`src/rtl/mem_stage_pkg.sv`:
```
// ============================================================================
// mem_stage_pkg : shared types, size codes and byte-enable helper for mem_stage
// Rev 1.0
// ============================================================================
`default_nettype none

package mem_stage_pkg;

   typedef enum logic [0:0] {
      IDLE = 1'b0,
      WAIT = 1'b1
   } mem_state_e;

   localparam logic [1:0] SZ_B = 2'b00;
   localparam logic [1:0] SZ_H = 2'b01;
   localparam logic [1:0] SZ_W = 2'b10;

   // ResultSrc encoding that selects memory data for writeback
   localparam logic [1:0] RES_MEM = 2'b01;

   function automatic logic [3:0] be_from_size(input logic [1:0] size, input logic [1:0] a);
      case (size)
         SZ_B:    be_from_size = 4'b0001 << a;
         SZ_H:    be_from_size = 4'b0011 << a;
         default: be_from_size = 4'b1111;
      endcase
   endfunction

endpackage

`default_nettype wire

```
`src/rtl/ex_to_mem_if.sv`:
```
// ============================================================================
// ex_to_mem_if : EX/MEM pipeline bundle between Execute and Memory
// Rev 1.0
// ============================================================================
`default_nettype none

interface ex_to_mem_if;

   logic [31:0] alu_result;
   logic [4:0]  rd;
   logic [31:0] rd2;
   logic [2:0]  funct3;
   logic        MemWrite;
   logic        RegWrite;
   logic [1:0]  ResultSrc;

   modport Execute (
      output alu_result, rd, rd2, funct3, MemWrite, RegWrite, ResultSrc
   );

   modport Memory (
      input alu_result, rd, rd2, funct3, MemWrite, RegWrite, ResultSrc
   );

endinterface

`default_nettype wire

```
`src/rtl/mem_stage_load_extend.sv`:
```
// ============================================================================
// load_extend : selects the addressed lane of a load word and sign/zero-extends it
// Rev 1.0
// ============================================================================
`default_nettype none

module load_extend
   import mem_stage_pkg::*;
(
   input  logic [31:0] rdata,
   input  logic [1:0]  off,
   input  logic [2:0]  funct3,
   output logic [31:0] result
);

   logic [15:0] w_lane;
   logic        w_sign;

   always_comb begin
      w_lane = 16'(rdata >> {off, 3'b000});
      w_sign = 1'b0;
      case (funct3[1:0])
         SZ_B: begin
            w_sign = w_lane[7] & ~funct3[2];
            result = {{24{w_sign}}, w_lane[7:0]};
         end
         SZ_H: begin
            w_sign = w_lane[15] & ~funct3[2];
            result = {{16{w_sign}}, w_lane[15:0]};
         end
         default: result = rdata;
      endcase
   end

endmodule

`default_nettype wire

```
`src/rtl/mem_stage.sv`:
```
// ============================================================================
// mem_stage : EX->MEM consumer; req/ack data-memory access and MEM/WB register
// Rev 1.0
// ============================================================================
`default_nettype none

module mem_stage
   import mem_stage_pkg::*;
#(
   parameter int TIMEOUT_CYCLES = 255
) (
   input  logic                clk,
   input  logic                reset,
   ex_to_mem_if.Memory         ex,
   input  logic                ex_valid,
   output logic                mem_stall,
   output logic                dmem_req,
   output logic                dmem_we,
   output logic [31:0]         dmem_addr,
   output logic [31:0]         dmem_wdata,
   output logic [3:0]          dmem_be,
   input  logic [31:0]         dmem_rdata,
   input  logic                dmem_ack,
   output logic                wb_valid,
   output logic                wb_reg_write,
   output logic [4:0]          wb_rd,
   output logic [31:0]         wb_result,
   output logic                mem_fault
);

   localparam int              CNT_W    = (TIMEOUT_CYCLES > 1) ? $clog2(TIMEOUT_CYCLES) : 1;
   localparam logic [CNT_W-1:0] CNT_LAST = CNT_W'(TIMEOUT_CYCLES - 1);

   mem_state_e        r_state;
   mem_state_e        w_next;

   logic              r_req;
   logic              r_we;
   logic [31:0]       r_addr;
   logic [31:0]       r_wdata;
   logic [3:0]        r_be;
   logic [31:0]       r_alu;
   logic [4:0]        r_rd;
   logic [2:0]        r_funct3;
   logic              r_reg_write;
   logic [CNT_W-1:0]  r_cnt;

   logic              r_wb_valid;
   logic              r_wb_reg_write;
   logic [4:0]        r_wb_rd;
   logic [31:0]       r_wb_result;
   logic              r_fault;

   logic              w_store;
   logic              w_load;
   logic [1:0]        w_size;
   logic [1:0]        w_off;
   logic              w_misaligned;
   logic              w_memop;
   logic              w_accept;
   logic              w_timeout;
   logic [31:0]       w_wdata;
   logic [31:0]       w_ext;

   assign w_store = |ex.MemWrite;
   assign w_load  = (ex.ResultSrc == RES_MEM);
   assign w_size  = ex.funct3[1:0];
   assign w_off   = ex.alu_result[1:0];

   // Any size code other than byte/half is treated as a word for alignment
   assign w_misaligned = ((w_size == SZ_H) && w_off[0]) ||
                         ((w_size != SZ_B) && (w_size != SZ_H) && (w_off != 2'b00));

   assign w_memop   = ex_valid && (w_load || w_store);
   assign w_accept  = (r_state == IDLE) && w_memop && !w_misaligned;
   assign w_timeout = (TIMEOUT_CYCLES != 0) && (r_cnt == CNT_LAST);

   always_comb begin
      case (w_size)
         SZ_B:    w_wdata = {4{ex.rd2[7:0]}};
         SZ_H:    w_wdata = {2{ex.rd2[15:0]}};
         default: w_wdata = ex.rd2;
      endcase
   end

   load_extend u_load_extend (
      .rdata  (dmem_rdata),
      .off    (r_alu[1:0]),
      .funct3 (r_funct3),
      .result (w_ext)
   );

   always_ff @(posedge clk or posedge reset) begin
      if (reset) begin
         r_state <= IDLE;
      end else begin
         r_state <= w_next;
      end
   end

   always_comb begin
      w_next    = r_state;
      mem_stall = 1'b0;
      case (r_state)
         IDLE: begin
            mem_stall = w_memop;
            if (w_accept) begin
               w_next = WAIT;
            end
         end
         WAIT: begin
            mem_stall = 1'b1;
            if (dmem_ack || w_timeout) begin
               w_next = IDLE;
            end
         end
         default: w_next = IDLE;
      endcase
   end

   always_ff @(posedge clk or posedge reset) begin
      if (reset) begin
         r_req          <= 1'b0;
         r_we           <= 1'b0;
         r_addr         <= '0;
         r_wdata        <= '0;
         r_be           <= '0;
         r_alu          <= '0;
         r_rd           <= '0;
         r_funct3       <= '0;
         r_reg_write    <= 1'b0;
         r_cnt          <= '0;
         r_wb_valid     <= 1'b0;
         r_wb_reg_write <= 1'b0;
         r_wb_rd        <= '0;
         r_wb_result    <= '0;
         r_fault        <= 1'b0;
      end else begin
         r_wb_valid     <= 1'b0;
         r_wb_reg_write <= 1'b0;
         r_fault        <= 1'b0;
         case (r_state)
            IDLE: begin
               if (w_accept) begin
                  r_req       <= 1'b1;
                  r_we        <= w_store;
                  r_addr      <= {ex.alu_result[31:2], 2'b00};
                  r_wdata     <= w_wdata;
                  r_be        <= be_from_size(w_size, w_off);
                  r_alu       <= ex.alu_result;
                  r_rd        <= ex.rd;
                  r_funct3    <= ex.funct3;
                  r_reg_write <= ex.RegWrite;
                  r_cnt       <= '0;
               end else if (w_memop) begin
                  // Misaligned access retires immediately without a bus cycle
                  r_fault     <= 1'b1;
                  r_wb_valid  <= 1'b1;
                  r_wb_rd     <= ex.rd;
                  r_wb_result <= ex.alu_result;
               end else begin
                  r_wb_valid     <= ex_valid;
                  r_wb_reg_write <= ex_valid && ex.RegWrite;
                  r_wb_rd        <= ex.rd;
                  r_wb_result    <= ex.alu_result;
               end
            end
            WAIT: begin
               if (dmem_ack) begin
                  r_req          <= 1'b0;
                  r_wb_valid     <= 1'b1;
                  r_wb_reg_write <= !r_we && r_reg_write;
                  r_wb_rd        <= r_rd;
                  r_wb_result    <= r_we ? r_alu : w_ext;
               end else if (w_timeout) begin
                  r_req       <= 1'b0;
                  r_fault     <= 1'b1;
                  r_wb_valid  <= 1'b1;
                  r_wb_rd     <= r_rd;
                  r_wb_result <= r_alu;
               end else begin
                  r_cnt <= r_cnt + 1'b1;
               end
            end
            default: ;
         endcase
      end
   end

   assign dmem_req     = r_req;
   assign dmem_we      = r_we;
   assign dmem_addr    = r_addr;
   assign dmem_wdata   = r_wdata;
   assign dmem_be      = r_be;
   assign wb_valid     = r_wb_valid;
   assign wb_reg_write = r_wb_reg_write;
   assign wb_rd        = r_wb_rd;
   assign wb_result    = r_wb_result;
   assign mem_fault    = r_fault;

endmodule

`default_nettype wire

```
`src/flat_wrapper.sv`:
```
// flat-port wrapper written by rule: the top's interface ports become plain ports
module mem_stage_flat import mem_stage_pkg::*;
#(
   parameter int TIMEOUT_CYCLES = 255
)
  (clk, reset, ex_valid, mem_stall, dmem_req, dmem_we, dmem_addr, dmem_wdata, dmem_be, dmem_rdata, dmem_ack, wb_valid, wb_reg_write, wb_rd, wb_result, mem_fault, ex_alu_result, ex_rd, ex_rd2, ex_funct3, ex_MemWrite, ex_RegWrite, ex_ResultSrc);
  ex_to_mem_if ex_i ();
  input  logic clk;
  input  logic reset;
  input  logic ex_valid;
  output logic mem_stall;
  output logic dmem_req;
  output logic dmem_we;
  output logic [31:0] dmem_addr;
  output logic [31:0] dmem_wdata;
  output logic [3:0] dmem_be;
  input  logic [31:0] dmem_rdata;
  input  logic dmem_ack;
  output logic wb_valid;
  output logic wb_reg_write;
  output logic [4:0] wb_rd;
  output logic [31:0] wb_result;
  output logic mem_fault;
  input wire logic [$bits(ex_i.alu_result)-1:0] ex_alu_result;
  input wire logic [$bits(ex_i.rd)-1:0] ex_rd;
  input wire logic [$bits(ex_i.rd2)-1:0] ex_rd2;
  input wire logic [$bits(ex_i.funct3)-1:0] ex_funct3;
  input wire logic [$bits(ex_i.MemWrite)-1:0] ex_MemWrite;
  input wire logic [$bits(ex_i.RegWrite)-1:0] ex_RegWrite;
  input wire logic [$bits(ex_i.ResultSrc)-1:0] ex_ResultSrc;
  assign ex_i.alu_result = ex_alu_result;
  assign ex_i.rd = ex_rd;
  assign ex_i.rd2 = ex_rd2;
  assign ex_i.funct3 = ex_funct3;
  assign ex_i.MemWrite = ex_MemWrite;
  assign ex_i.RegWrite = ex_RegWrite;
  assign ex_i.ResultSrc = ex_ResultSrc;
  mem_stage #(.TIMEOUT_CYCLES(TIMEOUT_CYCLES)) u_core (.clk(clk), .reset(reset), .ex(ex_i), .ex_valid(ex_valid), .mem_stall(mem_stall), .dmem_req(dmem_req), .dmem_we(dmem_we), .dmem_addr(dmem_addr), .dmem_wdata(dmem_wdata), .dmem_be(dmem_be), .dmem_rdata(dmem_rdata), .dmem_ack(dmem_ack), .wb_valid(wb_valid), .wb_reg_write(wb_reg_write), .wb_rd(wb_rd), .wb_result(wb_result), .mem_fault(mem_fault));
endmodule
```
`config.mk`:
```
export PLATFORM = sky130hd
export DESIGN_NAME = mem_stage_flat
export DESIGN_NICKNAME = d
export VERILOG_FILES = /design/src/rtl/mem_stage_pkg.sv /design/src/rtl/ex_to_mem_if.sv /design/src/rtl/mem_stage_load_extend.sv /design/src/rtl/mem_stage.sv /design/src/flat_wrapper.sv
export SDC_FILE = /design/constraint.sdc
export NUM_CORES = 1
export LEC_CHECK = 0
export ABC_AREA = 1
export CAP_MARGIN = 0
export CORE_MARGIN = 3
export CORE_UTILIZATION = 52
export DETAILED_ROUTE_END_ITERATION = 10
export PLACE_DENSITY = 0.95
export RECOVER_POWER = 50
export REMOVE_ABC_BUFFERS = 1
export SYNTH_ARGS = -nofsm -noshare
export SYNTH_HDL_FRONTEND = slang
export SYNTH_HIERARCHICAL = 1
export SYNTH_SLANG_ARGS = --single-unit
```
`constraint.sdc`:
```
create_clock -name clk -period 10.7 [get_ports clk]
set_input_delay 1.605 -clock clk [delete_from_list [all_inputs] [get_ports clk]]
set_output_delay 1.605 -clock clk [all_outputs]
set_load 0.02 [all_outputs]
```
---- Word level (Yosys, flattened, before mapping) ----
Cells that the tools add are included.
storage, ports and cells
  output and inout port bits .............. 111
  input bits .............................. 112
  register bits ........................... 158
cells by class
  $add $sub $neg .......................... 1
  eq/ne operators ......................... 10
  shift-type cells ........................ 3
  reductions and logical operators ........ 21
  bitwise gates (word level) .............. 4
  muxes and demuxes ....................... 37
operators by type and width
  operator                                               count
  one-hot mux 32 bit (2 select lines)                    3
  2-to-1 mux 32 bit                                      4
  right shift 32 x 5 -> 16 bit                           1
  2-to-1 mux 8 bit                                       3
  one-hot mux 8 bit (2 select lines)                     1
  2-to-1 mux 1 bit                                       15
  2-to-1 mux 5 bit                                       3
  one-hot mux 1 bit (2 select lines)                     6
  one-hot mux 5 bit (2 select lines)                     1
  adder 8 x 1 -> 8 bit, second input constant            1
  equality test 8 bit, second input constant             1
  logical AND 1 bit                                      8
  one-hot mux 4 bit (2 select lines)                     1
  equality test 2 x 1 -> 1 bit, second input constant    3
  inequality test 2 bit, second input constant           3
  AND reduction 2 bit                                    3
  zero test 2 bit                                        2
  inequality test 2 x 1 -> 1 bit, second input constant  2
  nonzero test 2 bit                                     2
  left shift 1 x 2 -> 4 bit, first input constant        1
  left shift 2 x 2 -> 4 bit, first input constant        1
  logical OR 1 bit                                       3
  inequality test 3 bit, second input constant           1
  AND reduction 3 bit                                    1
  other kinds (3)                                        6

---- Logic depth before layout (Yosys ltp) ----
  depth after elaboration ................. 8
  mapped depth ............................ 12
  depth with buffers taken out ............ 10

---- Hierarchy ----
Netlist, hierarchy kept.
by module, submodules not included
  module       seq. area each (um^2)  times used  area an instance (um^2)  cells each
  mem_stage    3,203.1                1           6,512.5                  858
  load_extend  0.0                    1           843.3                    174

---- Worst setup path after synthesis ----
No wires, ideal clock.
  kind .................................... input-to-output
  from .................................... in ex_ResultSrc[1]
  to ...................................... out mem_stall
  data arrival time ....................... 1.950 ns
  stages .................................. 5
  buffers on the path ..................... 0
  data required time ...................... 9.095 ns
  slack ................................... 7.145 ns
  path through ............................ inv_1 -> nand2_1 -> nand2_1 -> nand2_1 -> nand2_1
on the way
  longest elaborated chain between the ends .. 4
RTL lines
  element                             RTL line            source
  start: declaration                  flat_wrapper.sv:30  input wire logic [$bits(ex_i.ResultSrc)-1:0] ex_ResultSrc;
  equality test 2 x 1 -> 1 bit        mem_stage.sv:66     assign w_load = (ex.ResultSrc == RES_MEM);
  logical OR 1 bit                    mem_stage.sv:74     assign w_memop = ex_valid && (w_load || w_store);
  logical AND 1 bit                   mem_stage.sv:74
  one-hot mux 1 bit (2 select lines)  mem_stage.sv:104    case (r_state)
  end: declaration                    flat_wrapper.sv:11  output logic mem_stall;
No other way between the ends.

---- Worst setup path after layout ----
  from .................................... in dmem_ack
  to ...................................... reg u_core.r_wb_result[15], in the netlist u_core/wb_result[15]
on the way
  longest elaborated chain between the ends .. 2
  elaborated cells between the ends (all ways) .. 4
RTL lines
  element                                                                            RTL line            source
  start: declaration                                                                 flat_wrapper.sv:18  input logic dmem_ack;
  2-to-1 mux 32 bit / inequality test 3 bit (equally long branches)                  n/a
  one-hot mux 32 bit (2 select lines) / AND reduction 2 bit (equally long branches)  n/a
  end signal: assignment                                                             mem_stage.sv:165    r_wb_result <= ex.alu_result;
  end signal: assignment                                                             mem_stage.sv:174    r_wb_result <= r_we ? r_alu : w_ext;
  end signal: assignment                                                             mem_stage.sv:180    r_wb_result <= r_alu;
  end: declaration                                                                   mem_stage.sv:51     logic [31:0] r_wb_result;
Several ways; a longest one is shown, not always the timed one.
A chain may end at the register's enable or synchronous reset.

==> qor.yml <==
status: "complete, but fails checks"
violations: "capacitance limit, slew limit"
regArea_um2: 3200
final_common_cell: "nand2_1"
clock_path_buffers: 2
syn_area_per_cell_um2: 7.13
portBuffers: 220
required_ns: 10.99
antenna_found_initial: 0
fin_crit_ns: 4.67
async_flop_share_pct: 100
p_leak_uw: 0.00477
hold_buffers: 0
post-route-util_pct: 72.0
synth_top_flop_cell: "dfrtp_1"
cts_made_buffers: 17
synthCells: 1032
hpwlAfterDp_um: 14600
tns_ns: 0
setup_viol: 0
whs_ns: 0.479
cts_root_buf: "clkbuf_16"
ant_nets: 0
total_power_uw: 1970
num_vias: 7430
vdd_drop_max_mv: 0.131
n_fill_cell: 1036
end_kind: "flop"
final_nets: 1295
synthesis.area_um2: 7360
period_share_pct: 43.7
yosysWarningCount: 6
switching_share_pct: 37.3
grt_max_degree: 127
cts_tree: "done"
ioPinCount: 223
yosysSeqAreaShare_pct: 43.5
clk_pin_slew_ns: 0.06
synth_cell_types: 30
drc_errors: 0
fmax_mhz: 214
final_cell_mix: "nand2_1 (370), dfrtp_1 (127), o21ai_0 (126)"
wire_per_inst_um: 16.2
clk_latency_ns: 0.43
fp.dieH_um: 125
max_slew_margin_pct: -100
overflow: 0
die_area_um2: 15600
cp_data_arrival_time_ns: 4.96
grt_pass1_wl_um: 36000
cp_max_fo: 65
min_path_type: "flop to flop"
cts.repair.resized: 0
ys_ff_latch: 128
via_per_inst: 5.43
synth_edf_count: 0
p_sw_uw: 735
rsz0062_at_grt: "false"
multiInputGateArea_um2: 3240
skew_ns: 0.0164
gp_congestion: 0.909
first_pass_iters: 6
drive_above_1_share_pct: 4.86
p_int_uw: 1240
power_frac_clock_pct: 29.0
n_antenna_cell: 0
post_dp_cell_area_um2: 9180
start_kind: "primary input"
routed_wl_um: 22100
cts.sinks: 128
yosys-top-cells-area: "dfrtp_1 (44%), nand2_1 (19%), o21ai_0 (8.6%), nand3_1 (5.6%), buf_4 (4.5%)"
htree_levels: 4
p_seq_share_pct: 34.9
hold_viol: 0
stdcell_area_um2: 9760
max_cap_violations: 2
syn2layout_area_growth_pct: 32.6
start_util_pct: 54.3
tightestPinTransition_ns: 3.00
synth_top_area_cell: "dfrtp_1"
cts_setup_buffers: 0
yosysTopAreaCellShare_pct: 43.5
path_class: "primary input to flop"
grt_usage_pct: 28.3
combinationalPowerShare_pct: 36.1
rows: 42
final_max_slew_viol_count: 128
first_global_vias: 7221
dieWidth_um: 125
powerDensity_nw_per_um2: 202
core-area_um2: 13600
drt_iter0_drc: 648
==> path summary, 6_finish.rpt <==
kind	end	start	depth (start not counted)	slack, ns
setup / recovery	u_core/wb_result[15]	dmem_ack	8	6.03
hold / removal	u_core/dmem_wdata[16]	u_core/dmem_wdata[16]	2	0.48
setup reg to reg	u_core/r_rd[2]	u_core/r_state	9	6.97
hold reg to reg	u_core/dmem_wdata[16]	u_core/dmem_wdata[16]	2	0.48
max in group asynchronous	u_core/r_alu[12]	reset	3	6.44
min in group asynchronous	u_core/dmem_wdata[1]	reset	2	2.41
==> layout make-up <==
| type | instances | area share, % |
|---|---|---|
| clock inverters | 8 | 0.808 |
| well taps | 176 | 2.26 |
| clock buffers | 23 | 5.21 |
| inverters | 73 | 2.90 |
| flip-flops and latches | 128 | 32.8 |
| multi-input cells | 737 | 33.2 |
| repair buffers | 224 | 22.8 |
==> synth_stat cells (2+ instances only) <==
library cell	n
a21oi_1	28
buf_2	27
buf_4	44
buf_6	11
clkbuf_1	12
dfrtp_1	128
ha_1	2
inv_1	65
inv_2	6
nand2_1	371
nand2_2	6
nand2_4	2
nand3_1	82
nand3_4	2
nor2_1	75
nor3b_1	2
o21ai_0	126
o21ai_1	29
o21bai_1	3
==> sequential cells by signal, indices dropped and copies added (netlist names) <==
name and flops:
u_core/mem_fault 1, u_core/dmem_be 4, u_core/r_rd 5, u_core/dmem_req 1, u_core/dmem_wdata 32, u_core/r_reg_write 1, u_core/wb_valid 1, u_core/r_cnt 8
u_core/wb_result 32, u_core/r_state 1, u_core/wb_rd 5, u_core/r_alu 32, u_core/wb_reg_write 1, u_core/dmem_we 1, u_core/r_funct3 3
==> cell families after synthesis <==
group | synth area share, %
adders and majority gates | 0.340
DFF | 43.5
AOI/OAI and AO/OA | 13.1
other | 0.0510
and+or+nand+nor | 30.5
buffers and inverters | 12.5
==> through the flow <==
stage	cells	setup WS [ns]
global route	1369	5.83
global placement	1338	6.11
finish	1369	6.03
floorplan	938	5.68
CTS	1369	6.10
detailed placement	1338	6.11
==> per-layer routing <==
layer / GRT usage [%] / vias to the layer above / wire, µm
met3: 9.68 / 50 / 2310
met4: 10.8 / 0 / 574
li1: - / 3544 / -
met1: 35.7 / 3426 / 8830
met2: 45.4 / 410 / 10400
met5: 0 / - / 0
==> power by group through the flow <==
stage | sequential, µW | combinational, µW | clock [µW]
finish | 688 | 711 | 571
global route | 706 | 775 | 598
CTS | 692 | 743 | 578
detailed placement | 695 | 736 | 0
global placement | 693 | 721 | 0
floorplan | 800 | 273 | 0
==> critical path: stages <==
cell and delay, ns:
clkdlybuf4s50_1 0.44, nand2_2 0.08, clkbuf_1 2.09, nand2_1 0.20, nand2_1 0.15, o21ai_0 0.11, nand3_1 0.11, nand2_1 0.10
Power figures use the tool's default switching activity.
